**src/rtl/cpu_dbg_pkg.sv**
```systemverilog
`default_nettype none
// ============================================================================
//  Module      : cpu_dbg_pkg
//  Description : Shared definitions for the CPU debug dump stream: beat tag
//                codes, dumper FSM state encoding and default widths. Also
//                used by the debug bridge that decodes the beat stream.
//  Revision    : 1.0 - initial release
// ============================================================================
package cpu_dbg_pkg;

    // Default geometry of the dumped state
    localparam int DEF_DATA_W    = 32;
    localparam int DEF_NREG      = 8;
    localparam int DEF_MEM_WORDS = 8;
    localparam int DEF_MEM_AW    = 10;

    // Beat tags carried on out_tag
    localparam logic [1:0] TAG_PC  = 2'd0;
    localparam logic [1:0] TAG_REG = 2'd1;
    localparam logic [1:0] TAG_MEM = 2'd2;
    localparam logic [1:0] TAG_END = 2'd3;

    // Dumper FSM state encoding
    localparam logic [2:0] ST_IDLE      = 3'd0;
    localparam logic [2:0] ST_PC        = 3'd1;
    localparam logic [2:0] ST_REG       = 3'd2;
    localparam logic [2:0] ST_MEM_ISSUE = 3'd3;
    localparam logic [2:0] ST_MEM_CAP   = 3'd4;
    localparam logic [2:0] ST_END       = 3'd5;

endpackage : cpu_dbg_pkg
`default_nettype wire

```
**src/rtl/dump_beat_reg.sv**
```systemverilog
`default_nettype none
// ============================================================================
//  Module      : dump_beat_reg
//  Description : Single-entry valid/ready holding register for one tagged
//                beat. A load captures tag/idx/data and raises valid; the
//                entry is cleared on handshake unless reloaded on that edge.
//                Payload never changes while valid is high and ready is low.
//  Revision    : 1.0 - initial release
//  Ports       : clk, rst (async, active-low)
//                load, ld_tag, ld_idx, ld_data : new beat from the producer
//                ready                        : sink accepts beat
//                valid, tag, idx, data        : held beat
//                fire                         : valid && ready this cycle
// ============================================================================
module dump_beat_reg #(
    parameter int DATA_W = 32
) (
    input  logic              clk,
    input  logic              rst,
    input  logic              load,
    input  logic [1:0]        ld_tag,
    input  logic [7:0]        ld_idx,
    input  logic [DATA_W-1:0] ld_data,
    input  logic              ready,
    output logic              valid,
    output logic [1:0]        tag,
    output logic [7:0]        idx,
    output logic [DATA_W-1:0] data,
    output logic              fire
);

    logic              r_valid;
    logic [1:0]        r_tag;
    logic [7:0]        r_idx;
    logic [DATA_W-1:0] r_data;

    assign fire  = r_valid && ready;
    assign valid = r_valid;
    assign tag   = r_tag;
    assign idx   = r_idx;
    assign data  = r_data;

    // The producer only loads when the entry is empty or firing, so a load
    // always takes priority over the handshake clear.
    always_ff @(posedge clk or negedge rst) begin
        if (!rst) begin
            r_valid <= 1'b0;
            r_tag   <= 2'd0;
            r_idx   <= 8'd0;
            r_data  <= '0;
        end else if (load) begin
            r_valid <= 1'b1;
            r_tag   <= ld_tag;
            r_idx   <= ld_idx;
            r_data  <= ld_data;
        end else if (fire) begin
            r_valid <= 1'b0;
            r_tag   <= 2'd0;
            r_idx   <= 8'd0;
            r_data  <= '0;
        end
    end

endmodule : dump_beat_reg
`default_nettype wire

```
**src/rtl/cpu_state_dumper.sv**
```systemverilog
`default_nettype none
// ============================================================================
//  Module      : cpu_state_dumper
//  Description : Streams halted-CPU state (PC, R0..R(NREG-1), data memory
//                words 0..MEM_WORDS-1) as tagged beats on a valid/ready
//                port, terminated by an END beat. Dropping halted mid-dump
//                aborts: the pending beat completes, then END with idx[0]=1.
//  Options     : DUMP_CHECKSUM_EN - END payload carries the XOR of all
//                handshaken PC/REG/MEM payloads (else END payload is 0).
//  Revision    : 1.0 - initial release
//  Ports       : clk, rst (async, active-low)
//                halted, dump_req, pc        : CPU side status / request
//                rf_addr -> rf_data          : register-file read port
//                mem_rd, mem_addr -> mem_data: data-memory read (1-cycle lat)
//                out_valid/ready/tag/idx/data: beat stream
//                busy, done                  : dump in progress / END accepted
// ============================================================================
module cpu_state_dumper
    import cpu_dbg_pkg::*;
#(
    parameter int DATA_W    = DEF_DATA_W,
    parameter int NREG      = DEF_NREG,
    parameter int MEM_WORDS = DEF_MEM_WORDS,
    parameter int MEM_AW    = DEF_MEM_AW
) (
    input  logic              clk,
    input  logic              rst,
    input  logic              halted,
    input  logic              dump_req,
    input  logic [DATA_W-1:0] pc,
    output logic [2:0]        rf_addr,
    input  logic [DATA_W-1:0] rf_data,
    output logic              mem_rd,
    output logic [MEM_AW-1:0] mem_addr,
    input  logic [DATA_W-1:0] mem_data,
    output logic              out_valid,
    input  logic              out_ready,
    output logic [1:0]        out_tag,
    output logic [7:0]        out_idx,
    output logic [DATA_W-1:0] out_data,
    output logic              busy,
    output logic              done
);

    localparam logic [7:0] C_NREG      = 8'(NREG);
    localparam logic [7:0] C_MEM_WORDS = 8'(MEM_WORDS);

    logic [2:0]        r_state;
    logic [7:0]        r_cnt;
    logic              r_busy;
    logic              r_done;
    logic              r_aborted;

    logic              w_fire;
    logic              w_free;
    logic              w_abort;
    logic              w_start;
    logic              w_end_held;
    logic              w_ld;
    logic [1:0]        w_ld_tag;
    logic [7:0]        w_ld_idx;
    logic [DATA_W-1:0] w_ld_data;
    logic [DATA_W-1:0] w_end_data;
    logic              w_mem_rd;

    // Beat slot can take a new beat this edge: empty, or current beat firing.
    assign w_free     = !out_valid || w_fire;
    // Abort seen now or earlier in this dump; sticky so halted re-rising
    // cannot resume the dump.
    assign w_abort    = r_aborted || !halted;
    assign w_start    = (r_state == ST_IDLE) && dump_req && halted;
    assign w_end_held = out_valid && (out_tag == TAG_END);

    assign rf_addr  = r_cnt[2:0];
    assign mem_addr = MEM_AW'(r_cnt);
    assign mem_rd   = w_mem_rd;
    assign busy     = r_busy;
    assign done     = r_done;

`ifdef DUMP_CHECKSUM_EN
    logic [DATA_W-1:0] r_csum;
    logic [DATA_W-1:0] w_csum_next;

    // Fold in the beat firing this edge so an END loaded on the same edge
    // as the last data beat still covers it.
    assign w_csum_next = r_csum ^ ((w_fire && (out_tag != TAG_END)) ? out_data : '0);
    assign w_end_data  = w_csum_next;

    always_ff @(posedge clk or negedge rst) begin
        if (!rst) begin
            r_csum <= '0;
        end else if (w_start) begin
            r_csum <= '0;
        end else begin
            r_csum <= w_csum_next;
        end
    end
`else
    assign w_end_data = '0;
`endif

    // Beat-slot load selection and memory read strobe.
    always_comb begin
        w_ld      = 1'b0;
        w_ld_tag  = TAG_PC;
        w_ld_idx  = 8'd0;
        w_ld_data = '0;
        w_mem_rd  = 1'b0;
        case (r_state)
            ST_IDLE: begin
                if (w_start) begin
                    w_ld      = 1'b1;
                    w_ld_tag  = TAG_PC;
                    w_ld_data = pc;
                end
            end
            // PC and REG share one rule: r_cnt is the next register to send,
            // so register 0 loads as the PC beat fires (back-to-back).
            ST_PC, ST_REG: begin
                if (w_free && !w_abort && (r_cnt < C_NREG)) begin
                    w_ld      = 1'b1;
                    w_ld_tag  = TAG_REG;
                    w_ld_idx  = r_cnt;
                    w_ld_data = rf_data;
                end
            end
            // A read is only issued when the slot will be empty next cycle,
            // so the captured word always has somewhere to go.
            ST_MEM_ISSUE: begin
                w_mem_rd = w_free && !w_abort;
            end
            ST_MEM_CAP: begin
                w_ld      = 1'b1;
                w_ld_tag  = TAG_MEM;
                w_ld_idx  = r_cnt;
                w_ld_data = mem_data;
            end
            ST_END: begin
                if (w_free && !w_end_held) begin
                    w_ld      = 1'b1;
                    w_ld_tag  = TAG_END;
                    w_ld_idx  = {7'd0, w_abort};
                    w_ld_data = w_end_data;
                end
            end
            default: begin
            end
        endcase
    end

    always_ff @(posedge clk or negedge rst) begin
        if (!rst) begin
            r_state   <= ST_IDLE;
            r_cnt     <= 8'd0;
            r_busy    <= 1'b0;
            r_done    <= 1'b0;
            r_aborted <= 1'b0;
        end else begin
            r_done <= 1'b0;
            if (r_busy && !halted) begin
                r_aborted <= 1'b1;
            end
            case (r_state)
                ST_IDLE: begin
                    if (w_start) begin
                        r_state   <= ST_PC;
                        r_busy    <= 1'b1;
                        r_cnt     <= 8'd0;
                        r_aborted <= 1'b0;
                    end
                end
                ST_PC, ST_REG: begin
                    if (w_free) begin
                        if (w_abort) begin
                            r_state <= ST_END;
                        end else if (r_cnt < C_NREG) begin
                            r_cnt   <= r_cnt + 8'd1;
                            r_state <= ST_REG;
                        end else if (C_MEM_WORDS != 8'd0) begin
                            r_cnt   <= 8'd0;
                            r_state <= ST_MEM_ISSUE;
                        end else begin
                            r_state <= ST_END;
                        end
                    end
                end
                ST_MEM_ISSUE: begin
                    if (w_free) begin
                        r_state <= w_abort ? ST_END : ST_MEM_CAP;
                    end
                end
                // A read already issued is still delivered; the abort is
                // taken at the next issue point instead.
                ST_MEM_CAP: begin
                    if ((r_cnt + 8'd1) < C_MEM_WORDS) begin
                        r_cnt   <= r_cnt + 8'd1;
                        r_state <= ST_MEM_ISSUE;
                    end else begin
                        r_state <= ST_END;
                    end
                end
                ST_END: begin
                    if (w_end_held && out_ready) begin
                        r_done  <= 1'b1;
                        r_busy  <= 1'b0;
                        r_state <= ST_IDLE;
                    end
                end
                default: begin
                    r_state <= ST_IDLE;
                end
            endcase
        end
    end

    dump_beat_reg #(
        .DATA_W (DATA_W)
    ) u_beat (
        .clk     (clk),
        .rst     (rst),
        .load    (w_ld),
        .ld_tag  (w_ld_tag),
        .ld_idx  (w_ld_idx),
        .ld_data (w_ld_data),
        .ready   (out_ready),
        .valid   (out_valid),
        .tag     (out_tag),
        .idx     (out_idx),
        .data    (out_data),
        .fire    (w_fire)
    );

endmodule : cpu_state_dumper
`default_nettype wire
```
**config.mk**
```make
export PLATFORM = sky130hd
export DESIGN_NAME = cpu_state_dumper
export DESIGN_NICKNAME = d
export VERILOG_FILES = /design/src/rtl/cpu_dbg_pkg.sv /design/src/rtl/dump_beat_reg.sv /design/src/rtl/cpu_state_dumper.sv
export SDC_FILE = /design/constraint.sdc
export NUM_CORES = 1
export LEC_CHECK = 0
export CAP_MARGIN = 20
export CORE_ASPECT_RATIO = 0.7
export CORE_MARGIN = 3
export CORE_UTILIZATION = 40
export CTS_BUF_LIST = sky130_fd_sc_hd__clkbuf_4 sky130_fd_sc_hd__clkbuf_8
export DETAILED_ROUTE_END_ITERATION = 10
export PLACE_DENSITY_LB_ADDON = 0.2
export SLEW_MARGIN = 20
export SYNTH_ARGS = -nofsm -noshare
export SYNTH_HDL_FRONTEND = slang
export SYNTH_SLANG_ARGS = --single-unit
export TNS_END_PERCENT = 50
```
**constraint.sdc**
```tcl
create_clock -name clk -period 2.4 [get_ports clk]
set_input_delay 0.24 -clock clk [delete_from_list [all_inputs] [get_ports clk]]
set_output_delay 0.24 -clock clk [all_outputs]
set_load 0.01 [all_outputs]
```
# After elaboration in Yosys (flattened, before gate mapping)
# Index checks and enable logic that the tools add are counted.
# word_totals
regBits,57
output_inout_bits,59
# op_classes
eq_ne,12
n_lt_le_gt_ge,2
add_sub_neg,1
reduce_logical,23
muxes,45
# ops
cell,count
$mux 32,4
$pmux 32 s3,1
$mux 8,8
$pmux 8 s3,2
$mux 3,6
$mux 1,17
$lt 8x4->1 const B,2
$pmux 3 s5,1
$ne 2x2->1 const B,6
$logic_and 1x1->1,9
$add 8x1->8 const B,1
$eq 3x2->1 const B,2
$eq 3x3->1 const B,2
$mux 2,3
$pmux 2 s3,1
$reduce_and 5->1,1
$logic_not 1->1,4
$pmux 1 s4,1
$reduce_and 4->1,1
$reduce_bool 2->1,2
$eq 3x1->1 const B,1
$logic_not 3->1,1
$reduce_and 3->1,1
$reduce_bool 3->1,1
4 further kinds,5

# Depth between registers and ports, before layout
# Gate-level depths: netlist of the first run.
# depth
ltp_word,8
ltp_mapped,8
mapped_depth_nobuf,6

# Cells and area by module
# Synthesis of the first run repeated with hierarchy kept, for this count alone.
# unflattened
cells_unflattened,373
area_unflattened_um2,3319.4
# modules_own_cells
mod,cells_each,area_each_um2,instances
dump_beat_reg,186,1824.2,1
cpu_state_dumper,187,1495.2,1

# Least setup slack after synthesis of the first run
# No wires, ideal clock.
# synth_path
kind,flip-flop to flip-flop
from,register r_cnt[6]
to,"register u_beat.r_data[25], in the netlist u_beat.data[25]"
arrival_ns,1.998
setup_ns,0.126
path_stages_with_launch,7
setup_slack_ns,0.276
synth_period_minus_slack_ns,2.124
t_required_ns,2.274
cell_sequence,dfrtp_1 -> or3_4 -> or4b_4 -> nor2_8 -> nor2_2 -> buf_6 -> a221o_1
# synth_between
elab_chain_len,5
word_cells_on_any_way,8
classes_between,1 x order compare; 5 x mux; 2 x reduce/logical
# synth_lines
item,line_no,text
from (decl),cpu_state_dumper.sv:49,logic [7:0] r_cnt;
from (signal assigned),cpu_state_dumper.sv:177,r_cnt <= r_cnt + 8'd1;
from (signal assigned),cpu_state_dumper.sv:196,r_cnt <= r_cnt + 8'd1;
$lt 8x4->1 *,cpu_state_dumper.sv:120,if (w_free && !w_abort && (r_cnt < C_NREG)) begin
$logic_and 1x1->1 *,cpu_state_dumper.sv:120,
$mux 1 or $mux 32 (tied branches),cpu_state_dumper.sv:120,
$pmux 1 s4 or $pmux 32 s3 (tied branches),cpu_state_dumper.sv:109,case (r_state)
$mux 32 or $reduce_bool 2->1 (tied branches),-,
to (signal assigned),dump_beat_reg.sv:55,r_data <= ld_data;
to (decl),dump_beat_reg.sv:35,logic [DATA_W-1:0] r_data;
# Mark *: on every way between the ends. The rest lies on a longest branch, timed or not.
# A chain may end at the register's enable or synchronous reset.

# Worst setup path after layout of the first run
# layout_path
from,register r_cnt[1]
to,register r_cnt[0]
# layout_between
elab_chain_len,5
word_cells_on_any_way,9
classes_between,1 x add/sub; 2 x order compare; 1 x eq/ne; 4 x mux; 1 x reduce/logical
# layout_lines
item
branches (longest 5 deep; another with $add 8x1->8)
# Parallel ways; which one is timed is not known. The select of a mux whose other input is x is not followed.

==> flow_summary.yaml, run 1 <==
run_status:
  status: "finished clean"
sta:
  fin_setup_tns_ns: 0
  holdWs_ns: 0.4605
  hold_viol: 0
  slew_viol_final: 0
  rsz0062_at_grt: "no"
  slew_headroom: 0.3323
  setup_viol: 0
  fin_worst_skew_ns: 0.007705
  tightest_slew_ns: 0.9991
  fmax_ghz: 0.4543
  fin_crit_ns: 2.201
  post-route-period-util: 0.9171
pwr:
  power_leakage_nw: 2.035
  power_density_mw_per_mm2: 1016
  switching_share: 0.3603
  clkPwrFrac: 0.187
  p_int_mw: 3.095
  ir_worst_vdd_uv: 518.7
  switching_power_mw: 1.743
  seqPwrFrac: 0.314
  p_comb_frac: 0.498
  power_mw: 4.838
setup_path:
  criticalPathCategory: "reg2reg"
  cp-end-kind: "register"
  crit_path_start_kind: "register"
  reg2reg_from: "r_cnt[1]"
  required_ns: 2.62
  setup.worst_path.start: "r_cnt[1]"
  critPathMaxFanout: 8
  worst_ep_arrival_time_ns: 2.42
drt:
  wirelength_mm: 9.627
  via_per_inst: 5.609
  drc: 0
  ant_nets: 0
  drtIter0Drc: 235
  dr.pass1.iters: 4
  num_vias: 2855
  post_drt_wl_per_cell_um: 18.91
synthesis:
  synth_cell_types: 48
  syn_inst: 248
  synth_edf_count: 0
  synth_area_leader_cell: "dfrtp_1"
  yosys_warnings: 0
  yosysTopAreaCellShare: 0.4989
  synth.avg_cell_area_um2: 11.53
  yosysSeqAreaShare: 0.4989
  netlist_area_mm2: 0.002859
  async_reset_ff_frac: 1.000
  synthFlopType: "dfrtp_1"
  synth_area_leaders: "dfrtp_1 50%, a221o_1 12%, a22o_1 12%, buf_6 1.6%, nand2_1 1.6%"
  synth-seq-cells: 57
floorplan:
  die-area_mm2: 0.008214
  die_w_um: 107.0
  start_util: 0.4174
  die_y_um: 76.74
  io_pins: 160
  rows: 25
  core_mm2: 0.006850
clock_tree:
  clkTransAtPathRegs_ns: 0.07
  cts_buffer_depth: 2
  cts_max_level: 3
  root_buffer: "clkbuf_8"
  insertion_delay_ns: 0.34
  cts_made_buffers: 9
  post_cts_buffers: 0
  cts_tree: "yes"
  cts.sinks: 57
placement:
  finalWeightedCongestion: 0.8606
  dp.cells: 492
  io_buffers: 157
  placed_area_mm2: 0.004548
  hpwl_mm: 7.085
finish:
  diodes: 0
  fillCellCount: 535
  drive_above_1_share: 0.1084
  stdcell_count: 509
  register_area_mm2: 0.001429
  final_area_mm2: 0.004761
  layout.nets: 512
  multi_input_area_mm2: 0.001286
  areaGrowthSynthToFinish_pct: 66.52
global_route:
  grt-ovfl-total: 0
  grt_pass1_vias: 2889
  antenna_found_initial: 0
  grt_pass1_wl_mm: 15.32
  grt_max_degree: 42
  grt_usage: 0.2394
hold_path:
  min_path_type: "in2async"
job:
  maxCapViolations: 0
[repair_timing]
action,4_1_cts,5_1_grt
hold buffers,1,0
endpoints found under the setup margin,0,38
hold endpoints to repair,27,0
resized for setup,0,2
[worst max-delay path: stages, from the launching register on]
cell	delay (ns)
dfrtp_1	0.45
ha_1	0.27
or4b_1	0.55
a31oi_1	0.33
o21ai_2	0.18
mux2_2	0.30
[cells by family (layout without fill, tap and decap cells)]
family | after synthesis | after routing | synth area share
AOI/OAI and AO/OA | 99 | 99 | 0.3046
DFF | 57 | 57 | 0.4989
and+or+nand+nor | 57 | 57 | 0.1195
buffers and inverters | 29 | 195 | 0.05733
adders and majority gates | 2 | 2 | 0.007877
muxes | 2 | 2 | 0.007440
other | 1 | 2 | 0.001312
xor gates and xnor gates | 1 | 1 | 0.003064
[Yosys cell counts, drive strengths merged (4+ instances only)]
cell type  instances
nor2b              4
nand2             12
nand3              5
buf               14
and2               5
o21ai              6
a221o             35
or3                4
nor2              10
a22o              39
dfrtp             57
clkbuf            10
inv                5
[layer usage]
layer  vias up  share of wire  track usage
met5         -              0            0
met4         0          0.021      0.07535
met3        16          0.069      0.07401
met2       123           0.49       0.3826
met1      1406           0.42       0.3108
li1       1310              -            -
[cells in the final DEF (no fill, tap or decap), drive strengths merged, types with 4 or more instances in the layout]
cell type,instances
or3,4
o21ai,6
nand2,12
nor2b,4
buf,17
inv,5
nand3,5
a221o,35
dfrtp,57
clkbuf,11
and2,5
nor2,10
a22o,39
clkdlybuf4s50,156
[power by group through the flow]
stage / registers [mW] / clock network, mW / logic, mW
after CTS: 1.51 / 0.925 / 2.43
after global placement: 1.52 / 0 / 2.35
after floorplan: 1.58 / 0 / 1.31
final: 1.52 / 0.907 / 2.41
after global routing: 1.56 / 0.967 / 2.62
after detailed placement: 1.52 / 0 / 2.42
[path summary, 6_finish.rpt]
check                                  endpoint  slack [ns]  cells after the start
worst max-delay path                   r_cnt[0]        0.20                      5
worst min-delay path            u_beat.data[13]        0.46                      2
worst max register to register         r_cnt[0]        0.20                      5
worst min register to register    u_beat.idx[5]        0.50                      1
max in group asynchronous         u_beat.idx[1]        1.34                      3
min in group clk                  u_beat.idx[5]        0.50                      1
[registers in the layout, indices dropped and copies added (netlist names)]
signal and count:
busy 1, done 1, r_aborted 1, r_cnt 8, r_state 3, u_beat.data 32
u_beat.idx 8, u_beat.tag 2, u_beat.valid 1
[per-stage QoR]
step                worst slack, ns    util
finish                       0.1989  0.6950
global route                0.04787  0.6950
CTS                         0.08752  0.6946
detailed placement        -0.003772  0.6639
global placement            0.04589  0.6639
floorplan                    0.2759       -
[final cells by class]
| cell class | count | area share |
|---|---|---|
| Clock buffer | 11 | 0.03049 |
| Multi-Input combinational cell | 163 | 0.2702 |
| Clock inverter | 5 | 0.01156 |
| Sequential cell | 57 | 0.3001 |
| Timing Repair Buffer | 174 | 0.3590 |
| Tap cell | 94 | 0.02470 |
| Inverter | 5 | 0.003942 |
(Power assumes the default switching activity.)
==> run 2: changes to the inputs <==
- CORE_ASPECT_RATIO: 0.7 -> 1.75
==> run 2 against run 1 <==
  * Non-clock buffer count is 3 lower
  * Register-to-register slack worse by 0.09 ns
  * Clock-buffer cell count is 1 lower
  * Via count is 0.18% higher
  * Clock skew is 0.0038 ns higher
==> flow_summary.yaml, run 2 (same netlist as run 1, synthesis figures left out) <==
run_status:
  status: "finished clean"
sta:
  fin_setup_tns_ns: 0
  post-route-period-util: 0.9538
  fmax_ghz: 0.4368
  setup_viol: 0
  hold_viol: 0
  fin_crit_ns: 2.289
  tightest_slew_ns: 0.6457
  slew_headroom: 0.5696
  fin_worst_skew_ns: 0.01149
  slew_viol_final: 0
  rsz0062_at_grt: "no"
pwr:
  power_leakage_nw: 2.016
  seqPwrFrac: 0.323
  switching_share: 0.3694
  switching_power_mw: 1.746
  ir_worst_vdd_uv: 761.5
  power_density_mw_per_mm2: 1003
  p_int_mw: 2.980
  p_comb_frac: 0.516
  clkPwrFrac: 0.161
global_route:
  grt_pass1_wl_mm: 16.08
  grt_pass1_vias: 2970
  grt-ovfl-total: 0
  grt_usage: 0.2463
  grt_max_degree: 36
  antenna_found_initial: 0
clock_tree:
  cts_buffer_depth: 2
  post_cts_buffers: 0
  cts_made_buffers: 9
  cts.sinks: 57
  cts_tree: "yes"
  insertion_delay_ns: 0.34
  cts_max_level: 3
  root_buffer: "clkbuf_8"
  clkTransAtPathRegs_ns: 0.07
drt:
  via_per_inst: 5.766
  drtIter0Drc: 208
  dr.pass1.iters: 4
  ant_nets: 0
  num_vias: 2860
  wirelength_mm: 9.932
  post_drt_wl_per_cell_um: 20.02
  drc: 0
setup_path:
  critPathMaxFanout: 8
  critPathMaxStageDelay_ns: 0.56
  path_buf_inv: 0
  cpMaxStageDelayCell: "or4b_1"
  required_ns: 2.62
  critPathTopFamily: "simple AND/OR/NAND/NOR gates"
  criticalPathCategory: "reg2reg"
  worst_ep_arrival_time_ns: 2.50
  path_cells: "ha_1, or4b_1, a31oi_1, o21ai_2, mux2_2"
  cp-end-kind: "register"
  crit_path_start_kind: "register"
placement:
  io_buffers: 157
  finalWeightedCongestion: 0.8762
  hpwl_mm: 7.443
floorplan:
  die_w_um: 69.91
  die_y_um: 117.8
  rows: 40
  io_pins: 160
  start_util: 0.4139
  die-area_mm2: 0.008238
  core_mm2: 0.006907
finish:
  layout.nets: 509
  largest_reg_flops: 32
  utilization: 0.6822
  drive_above_1_share: 0.09951
  fillCellCount: 568
  final_cell_mix: "156 x clkdlybuf4s50_1, 57 x dfrtp_1, 39 x a22o_1"
  areaGrowthSynthToFinish_pct: 64.81
  final_common_cell: "clkdlybuf4s50_1"
  diodes: 0
job:
  maxCapViolations: 0
hold_path:
  min_path_type: "in2async"
==> run 2: metal layers <==
layer | routed length [um] | GRT usage
met1 | 3616 | 0.2928
met2 | 5488 | 0.4331
met3 | 678 | 0.06752
met4 | 148 | 0.06355
met5 | 0 | 0
==> run 2: stage by stage <==
step / power, mW / instances / worst slack [ns] / instance area, um^2 / hold WS (ns)
2_1_floorplan: 2.891 / 249 / 0.2759 / 2863 / -0.05559
3_3_place_gp: 3.900 / 479 / 0.1033 / 4533 / 0.2915
3_5_place_dp: 3.972 / 479 / 0.1187 / 4533 / 0.3006
4_1_cts: 4.758 / 496 / 0.1057 / 4710 / 0.4824
5_1_grt: 5.018 / 496 / 0.02585 / 4712 / 0.4996
6_report: 4.726 / 496 / 0.1108 / 4712 / 0.4547
==> run 2: path summary, 6_finish.rpt <==
kind                       cells past startpoint     startpoint  slack, ns               to
min in group clk                               1  u_beat.idx[5]       0.50    u_beat.idx[5]
max in group asynchronous                      3            rst       1.33    u_beat.idx[2]
hold reg to reg                                1  u_beat.idx[5]       0.50    u_beat.idx[5]
setup reg to reg                               5       r_cnt[0]       0.11         r_cnt[0]
hold / removal                                 2            rst       0.45  u_beat.data[17]
setup / recovery                               5       r_cnt[0]       0.11         r_cnt[0]
==> run 2: power groups by stage <==
stage	Combinational [mW]	Clock (mW)	Sequential (mW)
detailed placement	2.44	0	1.53
global route	2.62	0.824	1.57
finish	2.44	0.762	1.53
CTS	2.46	0.780	1.52
floorplan	1.31	0	1.58
global placement	2.37	0	1.53
==> run 2: worst register-to-register path, stage by stage, from the launching register on <==
cell	delay, ns
dfrtp_1	0.47
ha_1	0.31
or4b_1	0.57
a31oi_1	0.34
o21ai_2	0.18
mux2_2	0.31
==> run 2: area by class of cell <==
| class | instances | area, um^2 | share of cell area |
|---|---|---|---|
| repair buffers | 171 | 1712 | 0.3632 |
| flip-flops and latches | 57 | 1426 | 0.3027 |
| multi-input cells | 163 | 1284 | 0.2724 |
| clock buffers | 10 | 131.4 | 0.02788 |
| inverters | 5 | 18.77 | 0.003983 |
| clock inverters | 6 | 35.03 | 0.007435 |
| well taps | 84 | 105.1 | 0.02230 |
==> run 2: what timing repair did <==
item,in CTS,in global routing
resized for setup,0,1
hold endpoints to repair,25,0
setup endpoints to repair,0,1
hold buffers,1,0
==> run 3: changes to the inputs <==
- CORE_UTILIZATION: 40 -> 39
- CTS_BUF_LIST: sky130_fd_sc_hd__clkbuf_4 sky130_fd_sc_hd__clkbuf_8 -> default
==> run 3 against run 2 <==
  * Sequential share of layout area shrank 0.53 points
  * Routed wire length down 0.65%
  * Total power increased by 9.8%
  * Critical path type unchanged
  * Sequential cell count did not move
  * Critical path depth stayed put
  * Core utilization grew 0.28 points
  * Sequential power about the same
  * Final cell count fell by 0.60%
  * Combinational power decreased by 2%
  * Largest power group unchanged
  * Clock power up 67%
==> flow_summary.yaml, run 3 (same netlist as run 1, synthesis figures left out) <==
setup_path:
  required_ns: 2.61
  worst_ep_arrival_time_ns: 2.46
  critPathMaxFanout: 8
  crit_path_start_kind: "register"
  path_buf_inv: 0
  ff2ff_setup_slack_ns: 0.14
  critPathTopFamily: "simple AND/OR/NAND/NOR gates"
  path_cells: "ha_1, or4b_1, a31oi_1, o21ai_2, mux2_2"
  critPathMaxStageDelay_ns: 0.55
  cpMaxStageDelayCell: "or4b_1"
  cp-end-kind: "register"
  criticalPathCategory: "reg2reg"
finish:
  final_cell_mix: "156 x clkdlybuf4s50_1, 56 x dfrtp_1, 39 x a22o_1"
  largest_reg_flops: 32
  areaGrowthSynthToFinish_pct: 67.88
  stdcell_count: 493
  diodes: 0
  utilization: 0.6850
  drive_above_1_share: 0.09780
  final_area_mm2: 0.004800
  layout.nets: 506
  final_common_cell: "clkdlybuf4s50_1"
  fillCellCount: 558
pwr:
  power_mw: 5.188
  ir_worst_vdd_uv: 727.2
  power_leakage_nw: 2.048
  power_density_mw_per_mm2: 1081
job:
  maxCapViolations: 0
drt:
  drc: 0
  num_vias: 2868
  ant_nets: 0
  drtIter0Drc: 148
  dr.pass1.iters: 5
  wirelength_mm: 9.867
  post_drt_wl_per_cell_um: 20.01
  via_per_inst: 5.817
sta:
  fin_worst_skew_ns: 0.003725
  post-route-period-util: 0.9410
  holdWs_ns: 0.06035
  fin_setup_tns_ns: 0
  slew_headroom: 0.3683
  setup_viol: 0
  fmax_ghz: 0.4428
  slew_viol_final: 0
  setup_ws_ns: 0.1416
  rsz0062_at_grt: "no"
  fin_crit_ns: 2.258
  tightest_slew_ns: 0.9453
  hold_viol: 0
placement:
  placed_area_mm2: 0.004486
  dp.cells: 477
  io_buffers: 157
  hpwl_mm: 7.231
  dp_slack_ns: 0.02263
  finalWeightedCongestion: 0.8887
clock_tree:
  clkTransAtPathRegs_ns: 0.05
  root_buffer: "clkbuf_16"
  post_cts_buffers: 0
  cts_buffer_depth: 2
  insertion_delay_ns: 0.32
  cts.sinks: 57
  cts_tree: "yes"
  cts_made_buffers: 9
  cts_max_level: 3
global_route:
  grt_max_degree: 58
  grt-ovfl-total: 0
  grt_pass1_vias: 2899
  antenna_found_initial: 0
  grt_usage: 0.2375
  grt_pass1_wl_mm: 15.52
floorplan:
  core_mm2: 0.007007
  rows: 40
  start_util: 0.4080
  die-area_mm2: 0.008434
  die_w_um: 70.72
  die_y_um: 119.3
  io_pins: 160
hold_path:
  min_path_type: "in2async"
run_status:
  status: "finished clean"
-- run 3: cell types whose count changed in the layout (fill, tap and decap cells not counted), sizes merged --
cell,delta
dlygate4sd3,-1
clkinv,-3
clkinvlp,+1
bufinv,+1
inv,+1
buf,-2
-- run 3: what timing repair did --
action,CTS,global route
gates resized for setup,0,3
hold buffers,0,0
setup endpoints to repair,0,40
-- run 3: layer usage --
| metal | track usage | vias to the layer above | part of all wire |
|---|---|---|---|
| li1 | - | 1304 | - |
| met1 | 0.2745 | 1409 | 0.37 |
| met2 | 0.4267 | 145 | 0.55 |
| met3 | 0.05490 | 10 | 0.067 |
| met4 | 0.07176 | 0 | 0.013 |
| met5 | 0 | - | 0 |
-- run 3: final cells by class --
type	instances	area, um^2	share of cell area
Timing Repair Buffer	168	1649	0.3436
Sequential cell	57	1428	0.2974
Multi-Input combinational cell	163	1294	0.2696
Clock buffer	10	239.0	0.04979
Tap cell	84	105.1	0.02190
Clock inverter	6	66.31	0.01382
Inverter	5	18.77	0.003910
-- run 3: worst paths after layout --
| path | from | endpoint | depth (start not counted) |
|---|---|---|---|
| min in group clk | u_beat.idx[3] | u_beat.idx[3] | 1 |
| worst min-delay path | rst | u_beat.data[17] | 2 |
| worst max-delay path | r_cnt[0] | r_cnt[0] | 5 |
| worst min register to register | u_beat.idx[3] | u_beat.idx[3] | 1 |
| max in group asynchronous | rst | r_state[1] | 2 |
| worst max register to register | r_cnt[0] | r_cnt[0] | 5 |
-- run 3: where the power goes --
part / switching [mW] / internal (mW) / total [mW] / leakage, nW
clock network: 0.442 / 0.831 / 1.27 / 0.141
logic: 1.10 / 1.29 / 2.38 / 1.16
registers: 0.263 / 1.27 / 1.53 / 0.743
